`src/rtl/run_seq_pkg.sv`:
```
// run_seq_pkg: shared definitions for the run_sequencer block.
//   - seq_state_t : sequencer FSM states
//   - DEF_*       : default address map, start-pulse length and wait timeout
//   - clog2()     : bits needed to count 0..value-1
//   - cnt_width() : width of the shared start/wait timer
package run_seq_pkg;

  localparam int unsigned DEF_ADDR_W    = 8;
  localparam int unsigned DEF_OP_ADDR   = 16;
  localparam int unsigned DEF_RES_ADDR  = 18;
  localparam int unsigned DEF_START_CYC = 2;
  localparam int unsigned DEF_TIMEOUT   = 4096;

  typedef enum logic [2:0] {
    IDLE,
    INIT,
    WR_HI,
    WR_LO,
    START,
    WAIT,
    READ,
    DONE
  } seq_state_t;

  function automatic int unsigned clog2(input int unsigned value);
    int unsigned width;
    width = 0;
    for (int unsigned v = value - 1; v != 0; v = v >> 1) begin
      width++;
    end
    return width;
  endfunction

  // The timer also counts START_CYC (up to 15), so it never drops below 4 bits.
  function automatic int unsigned cnt_width(input int unsigned timeout);
    int unsigned w;
    w = clog2(timeout);
    return (w < 4) ? 4 : w;
  endfunction

endpackage

```
`src/rtl/run_seq_timer.sv`:
```
// run_seq_timer: up-counter with synchronous clear and count enable.
//   clk     in   rising-edge clock
//   rst_n   in   synchronous active-low reset
//   clr     in   force count to zero (wins over en)
//   en      in   increment count
//   last    in   terminal count value
//   expired out  count equals last
module run_seq_timer
  import run_seq_pkg::*;
#(
  parameter int unsigned WIDTH = 12
) (
  input  logic             clk,
  input  logic             rst_n,
  input  logic             clr,
  input  logic             en,
  input  logic [WIDTH-1:0] last,
  output logic             expired
);

  logic [WIDTH-1:0] count;

  always_ff @(posedge clk) begin
    if (!rst_n) begin
      count <= '0;
    end else if (clr) begin
      count <= '0;
    end else if (en) begin
      count <= count + WIDTH'(1);
    end
  end

  assign expired = (count == last);

endmodule

```
`src/rtl/run_sequencer.sv`:
```
// run_sequencer: host-side controller that runs one CPU program.
// Holds the CPU in init, writes a 16-bit operand to data memory, pulses
// CpuStart, waits for CpuAck (or a timeout), then reads back the result byte.
//   Clk, Reset           clock, synchronous active-low reset
//   Req, Operand         start request (sampled in IDLE) and operand
//   Busy, Valid          not idle / one-cycle completion pulse
//   Result, TimedOut     result byte and timeout flag, held until next Req
//   DmSel                1 = sequencer owns the data-memory port
//   DmWrEn, DmAddr,
//   DmWrData, DmRdData   data-memory port (read data is combinational)
//   CpuInit, CpuStart    CPU init (active high) and start
//   CpuAck               CPU done flag
module run_sequencer
  import run_seq_pkg::*;
#(
  parameter int unsigned ADDR_W    = DEF_ADDR_W,
  parameter int unsigned OP_ADDR   = DEF_OP_ADDR,
  parameter int unsigned RES_ADDR  = DEF_RES_ADDR,
  parameter int unsigned START_CYC = DEF_START_CYC,
  parameter int unsigned TIMEOUT   = DEF_TIMEOUT
) (
  input  logic              Clk,
  input  logic              Reset,
  input  logic              Req,
  input  logic [15:0]       Operand,
  output logic              Busy,
  output logic              Valid,
  output logic [7:0]        Result,
  output logic              TimedOut,
  output logic              DmSel,
  output logic              DmWrEn,
  output logic [ADDR_W-1:0] DmAddr,
  output logic [7:0]        DmWrData,
  input  logic [7:0]        DmRdData,
  output logic              CpuInit,
  output logic              CpuStart,
  input  logic              CpuAck
);

  localparam int unsigned CNT_W = cnt_width(TIMEOUT);

  localparam logic [ADDR_W-1:0] HI_ADDR  = ADDR_W'(OP_ADDR);
  localparam logic [ADDR_W-1:0] LO_ADDR  = ADDR_W'(OP_ADDR + 1);
  localparam logic [ADDR_W-1:0] RD_ADDR  = ADDR_W'(RES_ADDR);
  localparam logic [CNT_W-1:0]  START_LAST = CNT_W'(START_CYC - 1);
  localparam logic [CNT_W-1:0]  WAIT_LAST  = CNT_W'(TIMEOUT - 1);

  seq_state_t       state, state_nxt;
  logic [15:0]      op;
  logic             tmr_clr;
  logic             tmr_en;
  logic [CNT_W-1:0] tmr_last;
  logic             tmr_expired;

  // One timer serves both START and WAIT: it is held clear outside those
  // states and re-cleared on the START->WAIT edge so WAIT counts from 0.
  run_seq_timer #(
    .WIDTH (CNT_W)
  ) u_timer (
    .clk     (Clk),
    .rst_n   (Reset),
    .clr     (tmr_clr),
    .en      (tmr_en),
    .last    (tmr_last),
    .expired (tmr_expired)
  );

  always_ff @(posedge Clk) begin
    if (!Reset) begin
      state <= IDLE;
    end else begin
      state <= state_nxt;
    end
  end

  always_comb begin
    state_nxt = state;
    tmr_clr   = 1'b1;
    tmr_en    = 1'b0;
    tmr_last  = WAIT_LAST;
    Busy      = 1'b1;
    Valid     = 1'b0;
    DmSel     = 1'b0;
    DmWrEn    = 1'b0;
    DmAddr    = '0;
    DmWrData  = '0;
    CpuInit   = 1'b1;
    CpuStart  = 1'b0;
    case (state)
      IDLE: begin
        Busy = 1'b0;
        if (Req) state_nxt = INIT;
      end
      INIT: begin
        DmSel     = 1'b1;
        state_nxt = WR_HI;
      end
      WR_HI: begin
        DmSel     = 1'b1;
        DmWrEn    = 1'b1;
        DmAddr    = HI_ADDR;
        DmWrData  = op[15:8];
        state_nxt = WR_LO;
      end
      WR_LO: begin
        DmSel     = 1'b1;
        DmWrEn    = 1'b1;
        DmAddr    = LO_ADDR;
        DmWrData  = op[7:0];
        state_nxt = START;
      end
      START: begin
        CpuInit  = 1'b0;
        CpuStart = 1'b1;
        tmr_clr  = 1'b0;
        tmr_en   = 1'b1;
        tmr_last = START_LAST;
        if (tmr_expired) begin
          tmr_clr   = 1'b1;
          state_nxt = WAIT;
        end
      end
      WAIT: begin
        CpuInit = 1'b0;
        tmr_clr = 1'b0;
        tmr_en  = 1'b1;
        // Ack has priority over expiry on the same edge.
        if (CpuAck) begin
          state_nxt = READ;
        end else if (tmr_expired) begin
          state_nxt = DONE;
        end
      end
      READ: begin
        DmSel     = 1'b1;
        DmAddr    = RD_ADDR;
        state_nxt = DONE;
      end
      DONE: begin
        Valid     = 1'b1;
        state_nxt = IDLE;
      end
      default: state_nxt = IDLE;
    endcase
  end

  always_ff @(posedge Clk) begin
    if (!Reset) begin
      op       <= '0;
      Result   <= '0;
      TimedOut <= 1'b0;
    end else begin
      case (state)
        IDLE: begin
          if (Req) begin
            op       <= Operand;
            Result   <= '0;
            TimedOut <= 1'b0;
          end
        end
        WAIT: begin
          if (!CpuAck && tmr_expired) begin
            Result   <= '0;
            TimedOut <= 1'b1;
          end
        end
        READ:    Result <= DmRdData;
        default: ;
      endcase
    end
  end

endmodule

```
`config.mk`:
```
export PLATFORM = sky130hd
export DESIGN_NAME = run_sequencer
export DESIGN_NICKNAME = d
export VERILOG_FILES = /design/src/rtl/run_seq_pkg.sv /design/src/rtl/run_seq_timer.sv /design/src/rtl/run_sequencer.sv
export SDC_FILE = /design/constraint.sdc
export NUM_CORES = 1
export LEC_CHECK = 0
export BUFFER_PORTS_ARGS = -buffer_cell sky130_fd_sc_hd__buf_2
export CAP_MARGIN = 20
export CORE_MARGIN = 10
export CORE_UTILIZATION = 38
export CTS_CLUSTER_SIZE = 40
export DETAILED_ROUTE_END_ITERATION = 10
export HOLD_SLACK_MARGIN = 0.1
export PLACE_DENSITY = 0.59
export SKIP_CTS_REPAIR_TIMING = 1
export SLEW_MARGIN = 15
export SYNTH_ARGS = -nofsm -noshare
export SYNTH_HDL_FRONTEND = slang
export SYNTH_SLANG_ARGS = --single-unit
```
`constraint.sdc`:
```
create_clock -name Clk -period 1.6 [get_ports Clk]
set_input_delay 0.08 -clock Clk [delete_from_list [all_inputs] [get_ports Clk]]
set_output_delay 0.08 -clock Clk [all_outputs]
set_load 0.01 [all_outputs]
```
==> run metrics <==
drt pass-1 iters 4; GRT overflow 0; final instance area 2640 µm²; Setup CP Type reg -> out; Finished Layout Cells 376; critical path startpoint category register; Yosys top cell area share 41.6%; largest net degree at the start of global routing 23; layout net count 337; most common flop cell mapped by yosys dfxtp_1; vias in the first global route 1,643; # DRC 0; root buf cell clkbuf_8; Iter 0 DRT Violations 65; most area-hungry cell type in the Yosys netlist dfxtp_1; routed via count 1,792; vias per cell 4.77; Critical Path RT 1.52 ns; Final Cycle Share 91.3%; H-tree depth 2; Worst Path Max Fanout 10; All-Layer GR Usage 11.0%; Hold EP state[1]; die area 8310 µm²; Hold Startpoint CpuAck; core box area 4820 µm²; Clock transition at path regs 0.07 ns; status finished, final reports clean; Final Hold Fails 0; P&R area growth vs syn 37.3%; DP Area 2290 µm²; EDFF count, synth 0; Final setup viols 0; largest cells by area after synthesis dfxtp_1, nand2_1, mux2i_1; routed wire length per instance 13.2 µm; CTS Buf Count 5; Routed WL 4970 µm; Post-Syn Area 1920 µm²; clock buffer depth 2; RSZ-0062 raised after global routing false; Max Clock Freq 0.684 GHz; hold path cells 2; initial core utilization 39.9%; CTS tree yes; clock skew 0.00590 ns; layout cells sized above 1 26.5%; Max-Cap Viols 0; Core Rows 25; Period minus WS final 1.46 ns; RR Endpoint Result[3]; Die X 91.2 µm; count of input and output buffers 53; critical path arrival 1.38 ns; post-route ant nets 0; Power Density 881 nW/µm²; post-synthesis sequential area ratio 41.6%; die height 91.2 µm; Lkg Pwr 1.12 nW; yosys warns 0; # fillers 470; Post-DP HPWL 3520 µm; Tot Pwr 0.00233 W; setup tns final 0 ns; ys async rst share 0%; WHS 0.110 ns; R2R cell count 6; hold crit path type in -> reg; n_diodes 0; RD Place Congestion 0.739; Syn Inst Count 226; Top Ports 59; Synth Area per Inst 8.51 µm²; number of synthesized register bits 40; dpl cells 344; peak supply drop 0.000528 V; first-pass GRT wire length 7780 µm; clock latency on the worst-skew pair 0.28 ns; clock sink total 40; flop-to-flop setup slack 0.16 ns; worst r2r src state[2]; Final Slew Violations 0; antenna violations before repair 0; CP Capture Type primary output; synth unique cells 45
[worst max-delay path, stage by stage (launching register included)]
cell and delay, ns:
dfxtp_1 0.36, buf_4 0.19, nand2b_2 0.27, nor2_1 0.14, buf_2 0.14
[kinds of logic after synthesis]
logic type,count (synthesis),share of synthesized area [%]
muxes,8,4.16
other,1,0.195
AOI/OAI and AO/OA,39,14.8
adders and majority gates,1,0.650
xor gates and xnor gates,12,5.46
DFF,40,41.6
buffers and inverters,23,5.98
and+or+nand+nor,102,27.1
[synth_stat cells, types with 2 or more instances]
cell      count
a32oi_1       8
buf_4         5
nor3_1        2
and3_1        2
mux2i_1       8
nand4_1       8
xnor2_1       3
o21ai_0       8
nor2_2        2
and3b_1       2
dfxtp_1      40
clkbuf_1      5
inv_1         3
buf_2         8
xor2_1        9
nor4_1        2
and2_1        3
nand3_1       3
a21boi_1     10
nor2_1       21
nand2_1      44
a21boi_0      7
[cell usage in the layout (no fill, tap or decap), drive strengths merged, types with 4 or more instances in the layout]
cell and count:
xor2 9, clkbuf 6, o21ai 9, conb 5
nor2 23, nand2 44, nand4 8, dfxtp 40
buf 66, mux2i 8, a21boi 17, a32oi 8
inv 4, dlygate4sd3 24
[sequential cells by signal, summed over array words and instances, names as in the netlist]
signal         flops
Result             8
state              3
TimedOut           1
u_timer.count     12
op                16
[cell type report]
class                   count  area, µm²  share of cell area [%]
multi-input cells         167       1030                    38.8
flip-flops and latches     40        803                    30.4
repair buffers             90        607                    23.0
well taps                  67       83.8                    3.17
clock buffers               6       72.6                    2.75
clock inverters             2       35.0                    1.33
inverters                   4       15.0                   0.568
[worst max-delay path by stage]
stage,from,endpoint,slack (ns),depth (start not counted)
floorplan,state[2],u_timer.count[11],0.16,4
global placement,state[1],u_timer.count[11],0.13,4
detailed placement,state[0],Result[3],0.08,5
CTS,state[1],DmWrData[2],-0.09,4
global route,state[2],DmWrData[0],0.02,4
finish,state[2],DmWrData[0],0.14,4
[stage by stage]
step | worst slack, ns | util (%)
6_report | 0.139 | 54.9
5_1_grt | 0.0186 | 54.9
4_1_cts | -0.0894 | 49.7
3_5_place_dp | 0.0839 | 47.5
3_3_place_gp | 0.131 | 47.5
2_1_floorplan | 0.157 | -
[layer usage]
metal	up-vias	wire [µm]	global-route usage, %
li1	938	-	-
met1	802	2480	14.4
met2	47	2130	16.1
met3	5	310	4.44
met4	0	44	3.52
met5	-	0	0
[report_power, final]
| group | total (W) | switching (W) | internal (W) | leakage [nW] |
|---|---|---|---|---|
| combinational | 0.000444 | 0.000227 | 0.000216 | 0.738 |
| clock | 0.000793 | 0.000330 | 0.000463 | 0.0552 |
| sequential | 0.00109 | 0.0000449 | 0.00105 | 0.326 |
Note: power is estimated with default switching activity, not from simulation.
